`src/rtl/conv_stream_pkg.sv`:
```
// Shared types and helpers for the convolution operand streamer.
//   state_e : streamer control states
//   idx_w   : width of a loop counter that must hold values 0..n-1
package conv_stream_pkg;

  typedef enum logic [1:0] {
    IDLE   = 2'd0,
    STREAM = 2'd1,
    DRAIN  = 2'd2
  } state_e;

  // Counter width for a loop of n iterations; never narrower than one bit.
  function automatic int unsigned idx_w(input int unsigned n);
    return (n <= 1) ? 1 : $clog2(n);
  endfunction

endpackage

```
`src/rtl/conv_operand_streamer_if.sv`:
```
// Operand handshake bundle between the streamer and the compute chip.
//   a_* : activation operand channel (valid/ready, data, zero flag)
//   b_* : weight operand channel (valid/ready, data, zero flag)
//   master : streamer side, slave : compute side
interface conv_operand_streamer_if #(
  parameter int unsigned DATA_W = 16
) ();

  logic [DATA_W-1:0] a_input;
  logic              a_zero_flag;
  logic              a_valid;
  logic              a_ready;
  logic [DATA_W-1:0] b_input;
  logic              b_zero_flag;
  logic              b_valid;
  logic              b_ready;

  modport master (
    output a_input, a_zero_flag, a_valid, b_input, b_zero_flag, b_valid,
    input  a_ready, b_ready
  );

  modport slave (
    input  a_input, a_zero_flag, a_valid, b_input, b_zero_flag, b_valid,
    output a_ready, b_ready
  );

endinterface

```
`src/rtl/operand_fifo2.sv`:
```
// Two-entry show-ahead FIFO; head is the oldest entry whenever count != 0.
//   push/push_data : write one entry
//   pop            : drop the head entry (caller guarantees count != 0)
//   head, count    : registered head entry and occupancy
module operand_fifo2 #(
  parameter int unsigned WIDTH = 17
) (
  input  logic             clk,
  input  logic             arst_n_in,
  input  logic             push,
  input  logic [WIDTH-1:0] push_data,
  input  logic             pop,
  output logic [WIDTH-1:0] head,
  output logic [1:0]       count
);

  logic [1:0][WIDTH-1:0] mem_q, mem_d;
  logic                  wr_ptr_q, wr_ptr_d;
  logic                  rd_ptr_q, rd_ptr_d;
  logic [1:0]            count_q, count_d;

  // Pointer/occupancy update.
  always_comb begin
    mem_d    = mem_q;
    wr_ptr_d = wr_ptr_q;
    rd_ptr_d = rd_ptr_q;
    if (push) begin
      mem_d[wr_ptr_q] = push_data;
      wr_ptr_d        = ~wr_ptr_q;
    end
    if (pop) begin
      rd_ptr_d = ~rd_ptr_q;
    end
    count_d = count_q + 2'(push) - 2'(pop);
  end

  always_ff @(posedge clk or negedge arst_n_in) begin
    if (!arst_n_in) begin
      mem_q    <= '0;
      wr_ptr_q <= 1'b0;
      rd_ptr_q <= 1'b0;
      count_q  <= 2'd0;
    end else begin
      mem_q    <= mem_d;
      wr_ptr_q <= wr_ptr_d;
      rd_ptr_q <= rd_ptr_d;
      count_q  <= count_d;
    end
  end

  assign head  = mem_q[rd_ptr_q];
  assign count = count_q;

endmodule

```
`src/rtl/conv_operand_streamer.sv`:
```
// Walks the y/x/co/ky/kx/ci loop nest, reads activations and weights from
// their SRAMs and streams them to the compute chip with zero padding and
// zero-skip flags.
//   clk, arst_n_in     : clock, async active-low reset
//   start              : launch one layer (sampled only when idle)
//   running, done      : busy indicator and end-of-layer pulse
//   fm_mem_* / w_mem_* : SRAM read ports (one-cycle read latency)
//   op                 : a/b operand handshake channels
module conv_operand_streamer
  import conv_stream_pkg::*;
#(
  parameter int unsigned IO_DATA_WIDTH      = 16,
  parameter int unsigned FEATURE_MAP_WIDTH  = 1024,
  parameter int unsigned FEATURE_MAP_HEIGHT = 1024,
  parameter int unsigned INPUT_NB_CHANNELS  = 64,
  parameter int unsigned OUTPUT_NB_CHANNELS = 64,
  parameter int unsigned KERNEL_SIZE        = 3,
  parameter int unsigned FM_ADDR_W = $clog2(FEATURE_MAP_WIDTH*FEATURE_MAP_HEIGHT*INPUT_NB_CHANNELS),
  parameter int unsigned W_ADDR_W  = $clog2(OUTPUT_NB_CHANNELS*KERNEL_SIZE*KERNEL_SIZE*INPUT_NB_CHANNELS)
) (
  input  logic                     clk,
  input  logic                     arst_n_in,
  input  logic                     start,
  output logic                     running,
  output logic                     done,
  output logic [FM_ADDR_W-1:0]     fm_mem_read_addr,
  output logic                     fm_mem_read_en,
  input  logic [IO_DATA_WIDTH-1:0] fm_mem_qout,
  output logic [W_ADDR_W-1:0]      w_mem_read_addr,
  output logic                     w_mem_read_en,
  input  logic [IO_DATA_WIDTH-1:0] w_mem_qout,
  conv_operand_streamer_if.master  op
);

  localparam int unsigned YW   = idx_w(FEATURE_MAP_HEIGHT);
  localparam int unsigned XW   = idx_w(FEATURE_MAP_WIDTH);
  localparam int unsigned COW  = idx_w(OUTPUT_NB_CHANNELS);
  localparam int unsigned KW   = idx_w(KERNEL_SIZE);
  localparam int unsigned CIW  = idx_w(INPUT_NB_CHANNELS);
  localparam int unsigned HALF = KERNEL_SIZE / 2;
  localparam int unsigned SW   = YW + XW + KW + 2;
  localparam int unsigned AW   = FM_ADDR_W + SW + 2;
  localparam int unsigned WA   = W_ADDR_W + 2;
  localparam int unsigned EW   = IO_DATA_WIDTH + 1;

  state_e              state_q, state_d;
  logic [YW-1:0]       y_q, y_d;
  logic [XW-1:0]       x_q, x_d;
  logic [COW-1:0]      co_q, co_d;
  logic [KW-1:0]       ky_q, ky_d;
  logic [KW-1:0]       kx_q, kx_d;
  logic [CIW-1:0]      ci_q, ci_d;
  logic                inflight_q, inflight_d;
  logic                pad_q, pad_d;
  logic                running_q, running_d;
  logic                done_q, done_d;

  logic [SW-1:0]       ys, xs, yi, xi;
  logic [AW-1:0]       fm_full;
  logic [WA-1:0]       w_full;
  logic                pad, last_elem, issue;
  logic                a_pop, b_pop, a_room, b_room;
  logic                a_zero, b_zero;
  logic [1:0]          a_count, b_count;
  logic [EW-1:0]       a_push_data, b_push_data, a_head, b_head;

  // Padding detection and address arithmetic for the current element.
  always_comb begin
    ys  = SW'(y_q) + SW'(ky_q);
    xs  = SW'(x_q) + SW'(kx_q);
    pad = (ys < SW'(HALF)) || (ys >= SW'(FEATURE_MAP_HEIGHT + HALF)) ||
          (xs < SW'(HALF)) || (xs >= SW'(FEATURE_MAP_WIDTH + HALF));
    yi  = ys - SW'(HALF);
    xi  = xs - SW'(HALF);
    fm_full = (AW'(yi) * AW'(FEATURE_MAP_WIDTH) + AW'(xi)) * AW'(INPUT_NB_CHANNELS)
            + AW'(ci_q);
    w_full  = ((WA'(co_q) * WA'(KERNEL_SIZE) + WA'(ky_q)) * WA'(KERNEL_SIZE) + WA'(kx_q))
            * WA'(INPUT_NB_CHANNELS) + WA'(ci_q);
    last_elem = (ci_q == CIW'(INPUT_NB_CHANNELS - 1)) && (kx_q == KW'(KERNEL_SIZE - 1)) &&
                (ky_q == KW'(KERNEL_SIZE - 1)) && (co_q == COW'(OUTPUT_NB_CHANNELS - 1)) &&
                (x_q == XW'(FEATURE_MAP_WIDTH - 1)) && (y_q == YW'(FEATURE_MAP_HEIGHT - 1));
  end

  // Credit check: a slot issued now must still fit once its data lands.
  assign a_pop  = op.a_valid && op.a_ready;
  assign b_pop  = op.b_valid && op.b_ready;
  assign a_room = (3'(a_count) + 3'(inflight_q)) < (3'd2 + 3'(a_pop));
  assign b_room = (3'(b_count) + 3'(inflight_q)) < (3'd2 + 3'(b_pop));

  // Control FSM and loop-counter advance (ci innermost).
  always_comb begin
    state_d    = state_q;
    y_d        = y_q;
    x_d        = x_q;
    co_d       = co_q;
    ky_d       = ky_q;
    kx_d       = kx_q;
    ci_d       = ci_q;
    inflight_d = 1'b0;
    pad_d      = 1'b0;
    issue      = 1'b0;
    case (state_q)
      IDLE: begin
        if (start) begin
          state_d = STREAM;
          y_d  = '0;
          x_d  = '0;
          co_d = '0;
          ky_d = '0;
          kx_d = '0;
          ci_d = '0;
        end
      end
      STREAM: begin
        if (a_room && b_room) begin
          issue      = 1'b1;
          inflight_d = 1'b1;
          pad_d      = pad;
          ci_d       = ci_q + CIW'(1);
          if (ci_q == CIW'(INPUT_NB_CHANNELS - 1)) begin
            ci_d = '0;
            kx_d = kx_q + KW'(1);
            if (kx_q == KW'(KERNEL_SIZE - 1)) begin
              kx_d = '0;
              ky_d = ky_q + KW'(1);
              if (ky_q == KW'(KERNEL_SIZE - 1)) begin
                ky_d = '0;
                co_d = co_q + COW'(1);
                if (co_q == COW'(OUTPUT_NB_CHANNELS - 1)) begin
                  co_d = '0;
                  x_d  = x_q + XW'(1);
                  if (x_q == XW'(FEATURE_MAP_WIDTH - 1)) begin
                    x_d = '0;
                    y_d = y_q + YW'(1);
                    if (y_q == YW'(FEATURE_MAP_HEIGHT - 1)) begin
                      y_d = '0;
                    end
                  end
                end
              end
            end
          end
          if (last_elem) begin
            state_d = DRAIN;
          end
        end
      end
      DRAIN: begin
        if ((a_count == 2'd0) && (b_count == 2'd0) && !inflight_q) begin
          state_d = IDLE;
        end
      end
      default: state_d = IDLE;
    endcase
    running_d = (state_d != IDLE);
    done_d    = (state_q == DRAIN) && (state_d == IDLE);
  end

  always_ff @(posedge clk or negedge arst_n_in) begin
    if (!arst_n_in) begin
      state_q    <= IDLE;
      y_q        <= '0;
      x_q        <= '0;
      co_q       <= '0;
      ky_q       <= '0;
      kx_q       <= '0;
      ci_q       <= '0;
      inflight_q <= 1'b0;
      pad_q      <= 1'b0;
      running_q  <= 1'b0;
      done_q     <= 1'b0;
    end else begin
      state_q    <= state_d;
      y_q        <= y_d;
      x_q        <= x_d;
      co_q       <= co_d;
      ky_q       <= ky_d;
      kx_q       <= kx_d;
      ci_q       <= ci_d;
      inflight_q <= inflight_d;
      pad_q      <= pad_d;
      running_q  <= running_d;
      done_q     <= done_d;
    end
  end

  // Addresses are held at zero outside an issue so idle outputs stay quiet.
  assign fm_mem_read_en   = issue && !pad;
  assign fm_mem_read_addr = fm_mem_read_en ? FM_ADDR_W'(fm_full) : '0;
  assign w_mem_read_en    = issue;
  assign w_mem_read_addr  = issue ? W_ADDR_W'(w_full) : '0;
  assign running          = running_q;
  assign done             = done_q;

  // Returning read data; padded slots carry no SRAM data.
  always_comb begin
    a_zero      = pad_q || (fm_mem_qout == IO_DATA_WIDTH'(0));
    b_zero      = (w_mem_qout == IO_DATA_WIDTH'(0));
    a_push_data = {a_zero, a_zero ? IO_DATA_WIDTH'(0) : fm_mem_qout};
    b_push_data = {b_zero, b_zero ? IO_DATA_WIDTH'(0) : w_mem_qout};
  end

  operand_fifo2 #(.WIDTH(EW)) u_a_fifo (
    .clk       (clk),
    .arst_n_in (arst_n_in),
    .push      (inflight_q),
    .push_data (a_push_data),
    .pop       (a_pop),
    .head      (a_head),
    .count     (a_count)
  );

  operand_fifo2 #(.WIDTH(EW)) u_b_fifo (
    .clk       (clk),
    .arst_n_in (arst_n_in),
    .push      (inflight_q),
    .push_data (b_push_data),
    .pop       (b_pop),
    .head      (b_head),
    .count     (b_count)
  );

  assign op.a_valid     = (a_count != 2'd0);
  assign op.a_input     = a_head[IO_DATA_WIDTH-1:0];
  assign op.a_zero_flag = a_head[IO_DATA_WIDTH];
  assign op.b_valid     = (b_count != 2'd0);
  assign op.b_input     = b_head[IO_DATA_WIDTH-1:0];
  assign op.b_zero_flag = b_head[IO_DATA_WIDTH];

endmodule

```
`src/flat_wrapper.sv`:
```
// flat-port wrapper written by rule: the top's interface ports become plain ports
module conv_operand_streamer_flat import conv_stream_pkg::*;
#(
  parameter int unsigned IO_DATA_WIDTH      = 16,
  parameter int unsigned FEATURE_MAP_WIDTH  = 1024,
  parameter int unsigned FEATURE_MAP_HEIGHT = 1024,
  parameter int unsigned INPUT_NB_CHANNELS  = 64,
  parameter int unsigned OUTPUT_NB_CHANNELS = 64,
  parameter int unsigned KERNEL_SIZE        = 3,
  parameter int unsigned FM_ADDR_W = $clog2(FEATURE_MAP_WIDTH*FEATURE_MAP_HEIGHT*INPUT_NB_CHANNELS),
  parameter int unsigned W_ADDR_W  = $clog2(OUTPUT_NB_CHANNELS*KERNEL_SIZE*KERNEL_SIZE*INPUT_NB_CHANNELS)
)
  (clk, arst_n_in, start, running, done, fm_mem_read_addr, fm_mem_read_en, fm_mem_qout, w_mem_read_addr, w_mem_read_en, w_mem_qout, op_a_input, op_a_zero_flag, op_a_valid, op_b_input, op_b_zero_flag, op_b_valid, op_a_ready, op_b_ready);
  conv_operand_streamer_if #(.DATA_W((16))) op_i ();
  input  logic clk;
  input  logic arst_n_in;
  input  logic start;
  output logic running;
  output logic done;
  output logic [FM_ADDR_W-1:0] fm_mem_read_addr;
  output logic fm_mem_read_en;
  input  logic [IO_DATA_WIDTH-1:0] fm_mem_qout;
  output logic [W_ADDR_W-1:0] w_mem_read_addr;
  output logic w_mem_read_en;
  input  logic [IO_DATA_WIDTH-1:0] w_mem_qout;
  output wire logic [$bits(op_i.a_input)-1:0] op_a_input;
  output wire logic [$bits(op_i.a_zero_flag)-1:0] op_a_zero_flag;
  output wire logic [$bits(op_i.a_valid)-1:0] op_a_valid;
  output wire logic [$bits(op_i.b_input)-1:0] op_b_input;
  output wire logic [$bits(op_i.b_zero_flag)-1:0] op_b_zero_flag;
  output wire logic [$bits(op_i.b_valid)-1:0] op_b_valid;
  input wire logic [$bits(op_i.a_ready)-1:0] op_a_ready;
  input wire logic [$bits(op_i.b_ready)-1:0] op_b_ready;
  assign op_a_input = op_i.a_input;
  assign op_a_zero_flag = op_i.a_zero_flag;
  assign op_a_valid = op_i.a_valid;
  assign op_b_input = op_i.b_input;
  assign op_b_zero_flag = op_i.b_zero_flag;
  assign op_b_valid = op_i.b_valid;
  assign op_i.a_ready = op_a_ready;
  assign op_i.b_ready = op_b_ready;
  conv_operand_streamer #(.IO_DATA_WIDTH(IO_DATA_WIDTH), .FEATURE_MAP_WIDTH(FEATURE_MAP_WIDTH), .FEATURE_MAP_HEIGHT(FEATURE_MAP_HEIGHT), .INPUT_NB_CHANNELS(INPUT_NB_CHANNELS), .OUTPUT_NB_CHANNELS(OUTPUT_NB_CHANNELS), .KERNEL_SIZE(KERNEL_SIZE), .FM_ADDR_W(FM_ADDR_W), .W_ADDR_W(W_ADDR_W)) u_core (.clk(clk), .arst_n_in(arst_n_in), .start(start), .running(running), .done(done), .fm_mem_read_addr(fm_mem_read_addr), .fm_mem_read_en(fm_mem_read_en), .fm_mem_qout(fm_mem_qout), .w_mem_read_addr(w_mem_read_addr), .w_mem_read_en(w_mem_read_en), .w_mem_qout(w_mem_qout), .op(op_i));
endmodule
```
`config.mk`:
```
export PLATFORM = sky130hd
export DESIGN_NAME = conv_operand_streamer_flat
export DESIGN_NICKNAME = d
export VERILOG_FILES = /design/src/rtl/conv_stream_pkg.sv /design/src/rtl/conv_operand_streamer_if.sv /design/src/rtl/operand_fifo2.sv /design/src/rtl/conv_operand_streamer.sv /design/src/flat_wrapper.sv
export SDC_FILE = /design/constraint.sdc
export NUM_CORES = 1
export LEC_CHECK = 0
export CAP_MARGIN = 10
export CORE_MARGIN = 5
export CORE_UTILIZATION = 30
export DETAILED_ROUTE_END_ITERATION = 10
export GPL_ROUTABILITY_DRIVEN = 0
export HOLD_SLACK_MARGIN = 0.02
export PLACE_DENSITY_LB_ADDON = 0.05
export SLEW_MARGIN = 20
export SYNTH_ARGS = -nofsm -noshare
export SYNTH_HDL_FRONTEND = slang
export SYNTH_HIERARCHICAL = 1
export SYNTH_SLANG_ARGS = --single-unit
```
`constraint.sdc`:
```
create_clock -name clk -period 7.68 [get_ports clk]
set_input_delay 1.152 -clock clk [delete_from_list [all_inputs] [get_ports clk]]
set_output_delay 1.152 -clock clk [all_outputs]
set_load 0.01 [all_outputs]
```
==> metrics.md, run 1 <==
| Metric | Value |
|---|---|
| Status | `complete, no violations` |
| Pleak | `4.37 nW` |
| Top cells by area, synth | `dfrtp_1 36%, mux2_2 12%, ha_1 8.5%` |
| Residual DRC count | `0` |
| Antenna violations before repair | `1` |
| CP startpoint kind | `flop` |
| Net count, final | `991` |
| Netlist cell types | `63` |
| DIE HEIGHT | `around 180 um` |
| Core Box Area | `27000 um2` |
| CTS tree | `built` |
| Post-synth EDFFs | `0` |
| Synth-to-Final Area Change | `23.4%` |
| Seq/Total Area, Yosys | `35.8%` |
| WL/cell | `16.7 um` |
| Syn Area/Cell | `10.2 um2` |
| Max VDD drop | `approximately 0.33 mV` |
| CTS buffer count | `17` |
| 1st-iter DRT viols | `272` |
| Synthesized instance count | `roughly 800` |
| Pins Over Slew Limit | `0` |
| Worst R2R Start | `u_core/ky_q[0]` |
| Filler instances | `2681` |
| H-tree depth | `4` |
| Fraction of registers with async set/reset | `100%` |
| I/O pin count | `119` |
| Kind of critical path | `reg -> out` |
| Main synth FF type | `dfrtp_1` |
| Post-synthesis instance area | `8240 um2` |
| Slew margin rel. | `33.7%` |
| Worst r2r path cells | `9` |
| Final WL | `a little over 20 mm` |
| Yosys reg bits | `118` |
| Kind of end point of the critical path | `output port` |
| Worst R2R End | `u_core/pad_q` |
| CTS Sinks | `118` |
| Rows | `60` |
| Net Count, Synth | `slightly above 900` |
| Hold Violations, Final | `0` |
| Root Driver | `clkbuf_16` |
| Global-route wire length before repair | `34.3 mm` |
| Leading cell types in the layout, fill and taps excluded | `118 x dfrtp_1, 117 x clkdlybuf4s50_1, 85 x mux2_2` |
| Die area | `30900 um2` |
| Fmax | `around 150 MHz` |
| DR vias/cell | `4.93` |
| CTS clk-pin slew, worst paths | `roughly 0.060 ns` |
| RSZ-0062 raised after global routing | `false` |
| Worst path required time | `6.53 ns` |
| Post-route ant nets | `0` |
| Register Area | `2950 um2` |
| Layout cell share with drive strength beyond 1 | `19.7%` |
| Worst Max-Slew Pin Slew | `0.981 ns` |
| Skew final | `0.0111 ns` |
| Worst Setup EP | `fm_mem_read_addr[25]` |
| Final min period | `6.78 ns` |
| Pwr dens | `454 nW/um2` |
| Post_cts resized | `0` |
| R2r setup slk | `4.49 ns` |
| Hold Crit Class | `reg -> reg` |
| Yosys warnings | `6` |
| Crit path launch | `u_core/kx_q[0]` |
| Maxcap violations | `0` |
| Total global routing track utilization | `13.6%` |
| Clock Latency Late Sink | `0.41 ns` |
| Yosys top cell area share | `35.8%` |
| Setup TNS | `0 ns` |
| # setup viols final | `0` |
| Starting density of the core | `30.5%` |
| Most common cell after layout, fill and taps aside | `dfrtp_1` |
| Fin cells | `roughly 1200` |
| Period Utilization, post-route | `88.3%` |
| Area of the multi-input gates | `4850 um2` |
| Clock buffer depth | `2` |
| Placed insts | `1213` |
| Crit path max fanout | `16` |
| # hold bufs at CTS | `0` |
| DP Wirelength | `15.2 mm` |
| Area leader, netlist | `dfrtp_1` |
| Global route overflow | `0` |
| Layout Utilization | `a little under two fifths` |
| Via count | `approximately 6100` |
| Vias in the first global route | `~6500` |
| Crit path arrival time | `5.63 ns` |
| PortBufs | `118` |
| Largest net degree at the start of global routing | `63` |
| Die width | `between 150 and 200 um` |
| First-pass iteration count of the detailed router | `5` |
| Setup Buffers After CTS | `0` |
## per-stage QoR
stage / power, W / setup slack [ns] / area, um2 / hold slack (ns)
5_1_grt: 0.00504 / 0.483 / 10200 / 0.511
6_report: 0.00462 / 0.899 / 10200 / 0.499
3_3_place_gp: 0.00383 / 1.47 / 9580 / 0.481
4_1_cts: 0.00471 / 0.832 / 10200 / 0.500
2_1_floorplan: 0.00299 / 2.41 / 8240 / 0.474
3_5_place_dp: 0.00387 / 1.32 / 9580 / 0.488
## cell usage after synthesis (14+ instances only)
cell type / number
dfrtp_1: 118
mux2_2: 85
ha_1: 56
nor2_1: 51
o21ai_0: 40
nand2_1: 37
clkbuf_1: 35
inv_1: 32
xnor2_1: 32
nand3_1: 24
xor2_1: 24
a21oi_1: 21
mux2_4: 20
nor3_2: 19
and2_1: 18
nor2b_1: 16
nor3_1: 14
## worst max-delay path: stages, from the launching register on
cell and delay [ns]:
dfrtp_1 0.45, ha_1 0.26, fa_1 0.61, a31oi_1 0.26, a21oi_1 0.08, o31ai_1 0.38
o211a_1 0.31, nand3_1 0.19, inv_1 0.27, ha_1 0.28, a21o_1 0.17, a211oi_1 0.23
nor2_1 0.10, o41a_1 0.35, a31oi_1 0.25, xnor3_1 0.35, nor3_1 0.14, clkdlybuf4s50_1 0.56
## report_power, final
group	internal [W]	leakage, nW	switching, W	total [W]
logic	0.00141	2.62	0.00135	0.00277
clock network	0.000490	0.277	0.000301	0.000791
registers	0.000861	1.48	0.000205	0.00107
## registers in the layout, indices dropped and copies added (netlist names), 6 cells and up
| signal | cells |
|---|---|
| u_core/x_q | 10 |
| u_core/u_a_fifo/mem_q | 34 |
| u_core/co_q | 6 |
| u_core/y_q | 10 |
| u_core/ci_q | 6 |
| u_core/u_b_fifo/mem_q | 34 |
## worst min path at each step
stage,cells past startpoint,slack [ns],from,end
floorplan,1,0.47,u_core/u_a_fifo/mem_q[23],u_core/u_a_fifo/mem_q[23]
global placement,1,0.48,u_core/u_b_fifo/mem_q[28],u_core/u_b_fifo/mem_q[28]
detailed placement,1,0.49,u_core/u_a_fifo/mem_q[32],u_core/u_a_fifo/mem_q[32]
CTS,1,0.50,u_core/u_a_fifo/mem_q[24],u_core/u_a_fifo/mem_q[24]
global route,1,0.51,u_core/u_a_fifo/mem_q[24],u_core/u_a_fifo/mem_q[24]
finish,1,0.50,u_core/u_a_fifo/mem_q[24],u_core/u_a_fifo/mem_q[24]
## layout make-up
| class | instances | area share (%) |
|---|---|---|
| multi-input cells | 597 | 47.7 |
| inverters | 32 | 1.18 |
| clock inverters | 13 | 1.45 |
| flip-flops and latches | 118 | 29.0 |
| repair buffers | 125 | 12.1 |
| diodes | 1 | 0.0246 |
| well taps | 341 | 4.19 |
| clock buffers | 19 | 4.35 |
## cell families after synthesis
kind of cell | synth area share, %
XOR/XNOR | 6.22
adder cells (fa/ha/maj) | 10.2
multiplexers | 15.9
buffers and inverters | 5.42
flip-flops | 35.8
AO/OA/AOI/OAI | 8.83
AND/OR/NAND/NOR | 17.7
## routing by layer
metal,vias to the layer above,share of wire (%),GRT usage (%)
met2,141,45,21.5
met3,13,4.5,3.31
met1,2973,50,18.8
li1,3017,-,-
met4,0,1.0,3.12
met5,-,0,0
No activity file was read; power rests on OpenSTA's default activity.
==> run 2, diff against run 1 <==
--- a/config.mk
+++ b/config.mk
@@ -12,8 +12,8 @@
 export GPL_ROUTABILITY_DRIVEN = 0
 export HOLD_SLACK_MARGIN = 0.02
 export PLACE_DENSITY_LB_ADDON = 0.05
+export SETUP_SLACK_MARGIN = 0.3
 export SLEW_MARGIN = 20
 export SYNTH_ARGS = -nofsm -noshare
 export SYNTH_HDL_FRONTEND = slang
-export SYNTH_HIERARCHICAL = 1
 export SYNTH_SLANG_ARGS = --single-unit
==> metrics.md, run 2 <==
| Metric | Value |
|---|---|
| Max VDD drop | `0.168 mV (-49%)` |
| Pleak | `4.63 nW (+5.9%)` |
| Post_cts resized | `0 (unchanged)` |
| RSZ-0062 raised after global routing | `false` |
| Final hold slack | `0.470 ns (-0.0282 ns)` |
| Yosys reg bits | `118 (unchanged)` |
| Post-synthesis instance area | `8250 um2 (about the same)` |
| First-pass iteration count of the detailed router | `4 (-1)` |
| Final WL | `21.0 mm (+1.3%)` |
| # diodes | `0 (-1)` |
| Kind of critical path | `reg -> out` |
| Worst R2R Start | `u_core.ky_q[0]` |
| Synthesized instance count | `894 (+11%)` |
| Root Driver | `clkbuf_16` |
| Syn Area/Cell | `9.22 um2 (-9.8%)` |
| Pwr dens | `433 nW/um2 (-4.7%)` |
| I/O pin count | `119 (unchanged)` |
| Vias in the first global route | `6732 (+3.7%)` |
| Biggest regs | `u_core.u_a_fifo.mem_q: 34 flops, u_core.u_b_fifo.mem_q: 34 flops` |
| Yosys warnings | `0 (-6)` |
| Antenna violations before repair | `0 (-1)` |
| Worst Setup EP | `fm_mem_read_addr[24]` |
| DP Wirelength | `15.4 mm (+1.6%)` |
| Netlist cell types | `67 (+6.3%)` |
| Fmax | `167 MHz (+13%)` |
| CTS Sinks | `118 (unchanged)` |
| Placed insts | `1318 (+8.7%)` |
| Leading cell types in the layout, fill and taps excluded | `118 x dfrtp_1, 117 x clkdlybuf4s50_1, 97 x nand2_1` |
| Kind of end point of the critical path | `output port` |
| CTS tree | `built` |
| Most common cell after layout, fill and taps aside | `dfrtp_1` |
| Post-synth EDFFs | `0 (unchanged)` |
| Core Box Area | `27000 um2 (unchanged)` |
| Maxcap violations | `0 (unchanged)` |
| Post-route ant nets | `0 (unchanged)` |
| CP startpoint kind | `flop` |
| Final min period | `6.00 ns (-0.782 ns)` |
| PortBufs | `118 (unchanged)` |
| Area leader, netlist | `dfrtp_1` |
| Rows | `60 (unchanged)` |
| Via count | `6550 (+6.6%)` |
| DIE HEIGHT | `176 um (about the same)` |
| Yosys top cell area share | `35.8% (about the same)` |
| Worst r2r path cells | `9 (unchanged)` |
| Hold Path Depth | `2 (+1)` |
| Net Count, Synth | `1009 (+11%)` |
| Hold Crit Class | `reg -> reg` |
| Synth cell count leaders | `118 x dfrtp_1, 98 x nand2_1, 76 x o21ai_0` |
| Skew final | `0.0199 ns (+0.00890 ns)` |
| CTS clk-pin slew, worst paths | `0.06 ns (about the same)` |
| Slew margin rel. | `40.3% (+6.6 points)` |
| Setup Buffers After CTS | `0 (unchanged)` |
| Filler instances | `2761 (+3.0%)` |
| # hold bufs at CTS | `0 (unchanged)` |
| Global-route wire length before repair | `35.1 mm (+2.4%)` |
| Die width | `176 um (about the same)` |
| Clock Latency Late Sink | `0.43 ns (+0.02 ns)` |
| Fraction of registers with async set/reset | `100% (unchanged)` |
| Period Utilization, post-route | `78.1% (-10 points)` |
| # setup viols final | `0 (unchanged)` |
| Die area | `30900 um2 (about the same)` |
| Top cells by area, synth | `dfrtp_1 36%, ha_1 11%, mux2_2 9.0%` |
| Net count, final | `1111 (+12%)` |
| Starting density of the core | `30.5% (about the same)` |
| R2r setup slk | `4.49 ns (about the same)` |
| Total global routing track utilization | `13.9% (+0.31 points)` |
| Worst Max-Slew Pin Slew | `0.895 ns (-0.0862 ns)` |
| 1st-iter DRT viols | `265 (-2.6%)` |
| Layout cell share with drive strength beyond 1 | `12.0% (-7.7 points)` |
| Global route overflow | `0 (unchanged)` |
| Most common cell in the netlist | `dfrtp_1` |
| Worst R2R End | `u_core.pad_q` |
| WL/cell | `15.6 um (-6.5%)` |
| Residual DRC count | `0 (unchanged)` |
| H-tree depth | `4 (unchanged)` |
| Crit path arrival time | `4.85 ns (-0.78 ns)` |
| DR vias/cell | `4.85 (-1.6%)` |
| Fin cells | `1350 (+8.3%)` |
| Synth-to-Final Area Change | `24.9%` |
| Main synth FF type | `dfrtp_1` |
| Worst path required time | `6.53 ns (about the same)` |
| Seq/Total Area, Yosys | `35.8% (about the same)` |
| Pins Over Slew Limit | `0 (unchanged)` |
| Status | `complete, no violations` |
| Hold Violations, Final | `0 (unchanged)` |
| CTS buffer count | `17 (unchanged)` |
| Crit path max fanout | `7 (-9)` |
| Largest net degree at the start of global routing | `75 (+19%)` |
| Crit path launch | `u_core.kx_q[0]` |
| Clock buffer depth | `2 (unchanged)` |
| Setup TNS | `0 ns (unchanged)` |
## run 2: logic make-up (layout without fill, tap and decap cells)
kind of cell | after synthesis | in the layout | share of synthesized area [%]
muxes | 69 | 69 | 9.38
DFF | 118 | 118 | 35.8
xor gates and xnor gates | 61 | 61 | 6.48
adders and majority gates | 78 | 78 | 12.5
and+or+nand+nor | 286 | 286 | 16.5
buffers and inverters | 97 | 212 | 5.19
AOI/OAI and AO/OA | 185 | 185 | 14.2
## run 2: stage by stage
step | power [W] | cell area [um2] | setup WS [ns] | util (%)
2_1_floorplan | 0.00279 | 8250 | 2.99 | -
3_3_place_gp | 0.00368 | 9680 | 2.04 | 35.8
3_5_place_dp | 0.00367 | 9680 | 2.04 | 35.8
4_1_cts | 0.00455 | 10300 | 1.64 | 38.1
5_1_grt | 0.00489 | 10300 | 1.22 | 38.1
6_report | 0.00446 | 10300 | 1.68 | 38.1
## run 2: where the power goes
part / internal (W) / total [W] / leakage [nW] / switching, W
clock: 0.000523 / 0.000838 / 0.295 / 0.000315
sequential: 0.000855 / 0.00105 / 1.48 / 0.000192
combinational: 0.00129 / 0.00257 / 2.85 / 0.00128
## run 2: per-layer routing
| layer | vias up | part of all wire (%) | routed length [um] | track usage, % |
|---|---|---|---|---|
| met5 | - | 0 | 0 | 0 |
| li1 | 3328 | - | - | - |
| met1 | 3106 | 49 | 10300 | 18.6 |
| met2 | 103 | 46 | 9780 | 23.1 |
| met3 | 13 | 3.5 | 732 | 2.78 |
| met4 | 0 | 0.84 | 176 | 3.05 |
## run 2: worst min-delay path by stage
stage,endpoint,slack (ns),startpoint
CTS,u_core.u_a_fifo.mem_q[19],0.48,u_core.u_a_fifo.mem_q[19]
finish,u_core.u_a_fifo.mem_q[19],0.47,u_core.u_a_fifo.mem_q[19]
detailed placement,u_core.u_a_fifo.mem_q[26],0.47,u_core.u_a_fifo.mem_q[26]
global placement,u_core.u_a_fifo.mem_q[33],0.46,u_core.u_a_fifo.mem_q[33]
global route,u_core.u_a_fifo.mem_q[6],0.49,u_core.u_a_fifo.mem_q[6]
floorplan,u_core.u_a_fifo.mem_q[17],0.44,u_core.u_a_fifo.mem_q[17]
## run 2: layout make-up
type                    count  area, um2  area share, %
multi-input cells         679       4880           47.4
flip-flops and latches    118       2950           28.7
repair buffers            121       1200           11.7
clock buffers              19        443           4.30
well taps                 341        427           4.14
inverters                  59        221           2.15
clock inverters            13        171           1.66
## run 2: worst max-delay path: stages, from the launching register on
cell	delay (ns)
dfrtp_1	0.47
ha_1	0.21
inv_1	0.06
fa_1	0.53
xnor2_1	0.35
inv_1	0.11
ha_1	0.30
a21o_1	0.17
a21o_1	0.21
a211oi_1	0.38
nor2_1	0.13
a221oi_1	0.53
o21ai_0	0.22
xnor2_1	0.16
nor2_1	0.08
clkdlybuf4s50_1	0.54
==> run 3, diff against run 2 <==
==> constraint.sdc (replaced) <==
create_clock -name clk -period 5.6 [get_ports clk]
set_input_delay 0.84 -clock clk [delete_from_list [all_inputs] [get_ports clk]]
set_output_delay 0.84 -clock clk [all_outputs]
set_load 0.01 [all_outputs]
==> metrics.md, run 3 (same netlist as run 2, synthesis figures left out) <==
| Metric | Value |
|---|---|
| Final WL | `21.1 mm (+0.12%)` |
| Hold Violations, Final | `0 (unchanged)` |
| # setup viols final | `0 (unchanged)` |
| Layout Utilization | `38.9% (+0.84 points)` |
| Kind of end point of the critical path | `output port` |
| Worst path required time | `4.76 ns (-1.77 ns)` |
| Fmax | `199 MHz` |
| Antenna violations before repair | `0 (unchanged)` |
| Hold Crit Class | `in -> async` |
| Synth-to-Final Area Change | `27.6%` |
| First-pass iteration count of the detailed router | `4 (unchanged)` |
| Global route overflow | `0 (unchanged)` |
| CTS buffer count | `17 (unchanged)` |
| Pins Over Slew Limit | `0 (unchanged)` |
| Setup TNS | `0 ns (unchanged)` |
| CP startpoint kind | `flop` |
| Slowest stage delay, CP | `0.49 ns (-0.05 ns)` |
| Leading cell types in the layout, fill and taps excluded | `112 x dfrtp_1, 108 x clkdlybuf4s50_1, 97 x nand2_1` |
| Pleak | `4.88 nW (+5.3%)` |
| Die area | `30900 um2 (unchanged)` |
| Residual DRC count | `0 (unchanged)` |
| Max VDD drop | `0.216 mV (+28%)` |
| 1st-iter DRT viols | `247 (-6.8%)` |
| Maxcap violations | `0 (unchanged)` |
| Slowest CP cell | `clkdlybuf4s50_1` |
| Pwr dens | `595 nW/um2 (+38%)` |
| Post-route ant nets | `0 (unchanged)` |
| I/O pin count | `119 (unchanged)` |
| Worst Max-Slew Pin Slew | `0.905 ns (+0.0104 ns)` |
| Total global routing track utilization | `13.8% (-0.10 points)` |
| Cell family with most CP delay | `compound AO/OA/AOI/OAI gates` |
| Skew final | `0.0142 ns (-0.00579 ns)` |
| Final min period | `between 5 and 6 ns` |
| Most common cell after layout, fill and taps aside | `dfrtp_1` |
| H-tree depth | `4 (unchanged)` |
| Biggest regs | `u_core.u_a_fifo.mem_q: 34 flops, u_core.u_b_fifo.mem_q: 34 flops` |
| Root Driver | `clkbuf_16` |
| Core Box Area | `27000 um2 (unchanged)` |
| Global-route wire length before repair | `34.9 mm (-0.61%)` |
| DIE HEIGHT | `176 um (unchanged)` |
| CTS clk-pin slew, worst paths | `0.07 ns (about the same)` |
| Via count | `6584 (+0.52%)` |
| Die width | `176 um (unchanged)` |
| PortBufs | `118 (unchanged)` |
| Critical path buffers and inverters | `4 (+1)` |
| Layout cell share with drive strength beyond 1 | `16.0% (+4.0 points)` |
| Vias in the first global route | `6724 (-0.12%)` |
| Clock Latency Late Sink | `0.42 ns (about the same)` |
| Net count, final | `1125 (+1.3%)` |
| CTS tree | `built` |
| DR vias/cell | `4.83 (-0.51%)` |
| Status | `complete, no violations` |
| Crit path max fanout | `7 (unchanged)` |
| Period Utilization, post-route | `89.7%` |
| Largest net degree at the start of global routing | `66 (-12%)` |
| Worst R2R Start | `u_core.inflight_q` |
| Slew margin rel. | `39.6% (-0.69 points)` |
| WL/cell | `15.4 um (-0.91%)` |
| Kind of critical path | `reg -> out` |
| Ordered list of cells on the worst path | `ha_1, inv_1, fa_2, buf_4, xnor2_4, inv_1, ha_1, a21o_1, a21o_1, a211oi_2, o31ai_1, a21o_1, a21oi_1, xor2_1, nor2_1, clkdlybuf4s50_1` |
| DP Wirelength | `15.3 mm (-0.62%)` |
| RSZ-0062 raised after global routing | `false` |
| Crit path launch | `u_core.kx_q[0]` |
| Crit path arrival time | `4.18 ns (-0.67 ns)` |
| CTS Sinks | `118 (unchanged)` |
| # diodes | `0 (unchanged)` |
| Rows | `60 (unchanged)` |
| Most used cell, CP | `a21o_1` |
| Starting density of the core | `30.5% (unchanged)` |
| Clock buffer depth | `2 (unchanged)` |
==> run 3: cell types whose count changed in the layout (fill, tap and decap cells not counted), moves of 4 or more <==
cell             change
a21oi_2              +5
clkdlybuf4s50_1      -9
dlymetal6s2s_1       +9
a21oi_1              -5
buf_4               +15
ha_1                 -4
dfrtp_1              -6
dfrtp_2              +6
==> run 3: path summary, 6_finish.rpt <==
kind | endpoint | slack, ns | cells after the start
worst max-delay path | fm_mem_read_addr[18] | 0.58 | 16
worst min-delay path | u_core.u_b_fifo.mem_q[17] | 0.26 | 1
worst max register to register | u_core.y_q[9] | 2.62 | 8
worst min register to register | u_core.u_a_fifo.mem_q[25] | 0.47 | 2
max in group asynchronous | u_core.kx_q[1] | 4.16 | 2
min in group clk | u_core.u_a_fifo.mem_q[25] | 0.47 | 2
==> run 3: routing by layer <==
layer  wire [um]  global-route usage (%)  share of wire (%)  vias to the layer above
li1            -                       -                  -                     3355
met1       10100                    18.1                 48                     3122
met2       10000                    23.3                 48                       96
met3         698                    2.48                3.3                       11
met4         165                    3.61               0.78                        0
met5           0                       0                  0                        -
==> run 3: area by class of cell <==
cell class | instances | area [um2]
clock buffers | 18 | 439
clock inverters | 14 | 140
fillers | 2749 | 16500
inverters | 59 | 221
multi-input cells | 679 | 5010
flip-flops and latches | 118 | 2960
well taps | 341 | 427
repair buffers | 135 | 1330
==> run 3: worst reg2reg max path, stage by stage, from the launching register on <==
cell and delay (ns):
dfrtp_1 0.52, ha_1 0.26, ha_1 0.26, o21ai_1 0.14, a41o_1 0.43, and2_1 0.46, nand3_4 0.19, or2_1 0.35
o41ai_1 0.26
==> run 3: stage by stage <==
stage / hold slack [ns] / cell area, um2 / setup WS (ns) / instances / total power, W
2_1_floorplan: 0.444 / 8250 / 1.22 / 894 / 0.00383
3_3_place_gp: 0.457 / 9700 / 0.487 / 1321 / 0.00508
3_5_place_dp: 0.465 / 9700 / 0.427 / 1321 / 0.00505
4_1_cts: 0.251 / 10400 / 0.252 / 1358 / 0.00628
5_1_grt: 0.256 / 10500 / 0.288 / 1364 / 0.00685
6_report: 0.261 / 10500 / 0.576 / 1364 / 0.00627
==> run 3: where the power goes <==
group | switching, W | internal, W
Sequential | 0.000255 | 0.00118
Clock | 0.000451 | 0.000635
Combinational | 0.00184 | 0.00191
==> run 3: what timing repair did <==
item | in CTS | in global routing
hold buffers | 0 | 0
gates resized for setup | 18 | 26
setup buffers | 5 | 6
pin swaps | 3 | 8
setup endpoints to repair | 11 | 15
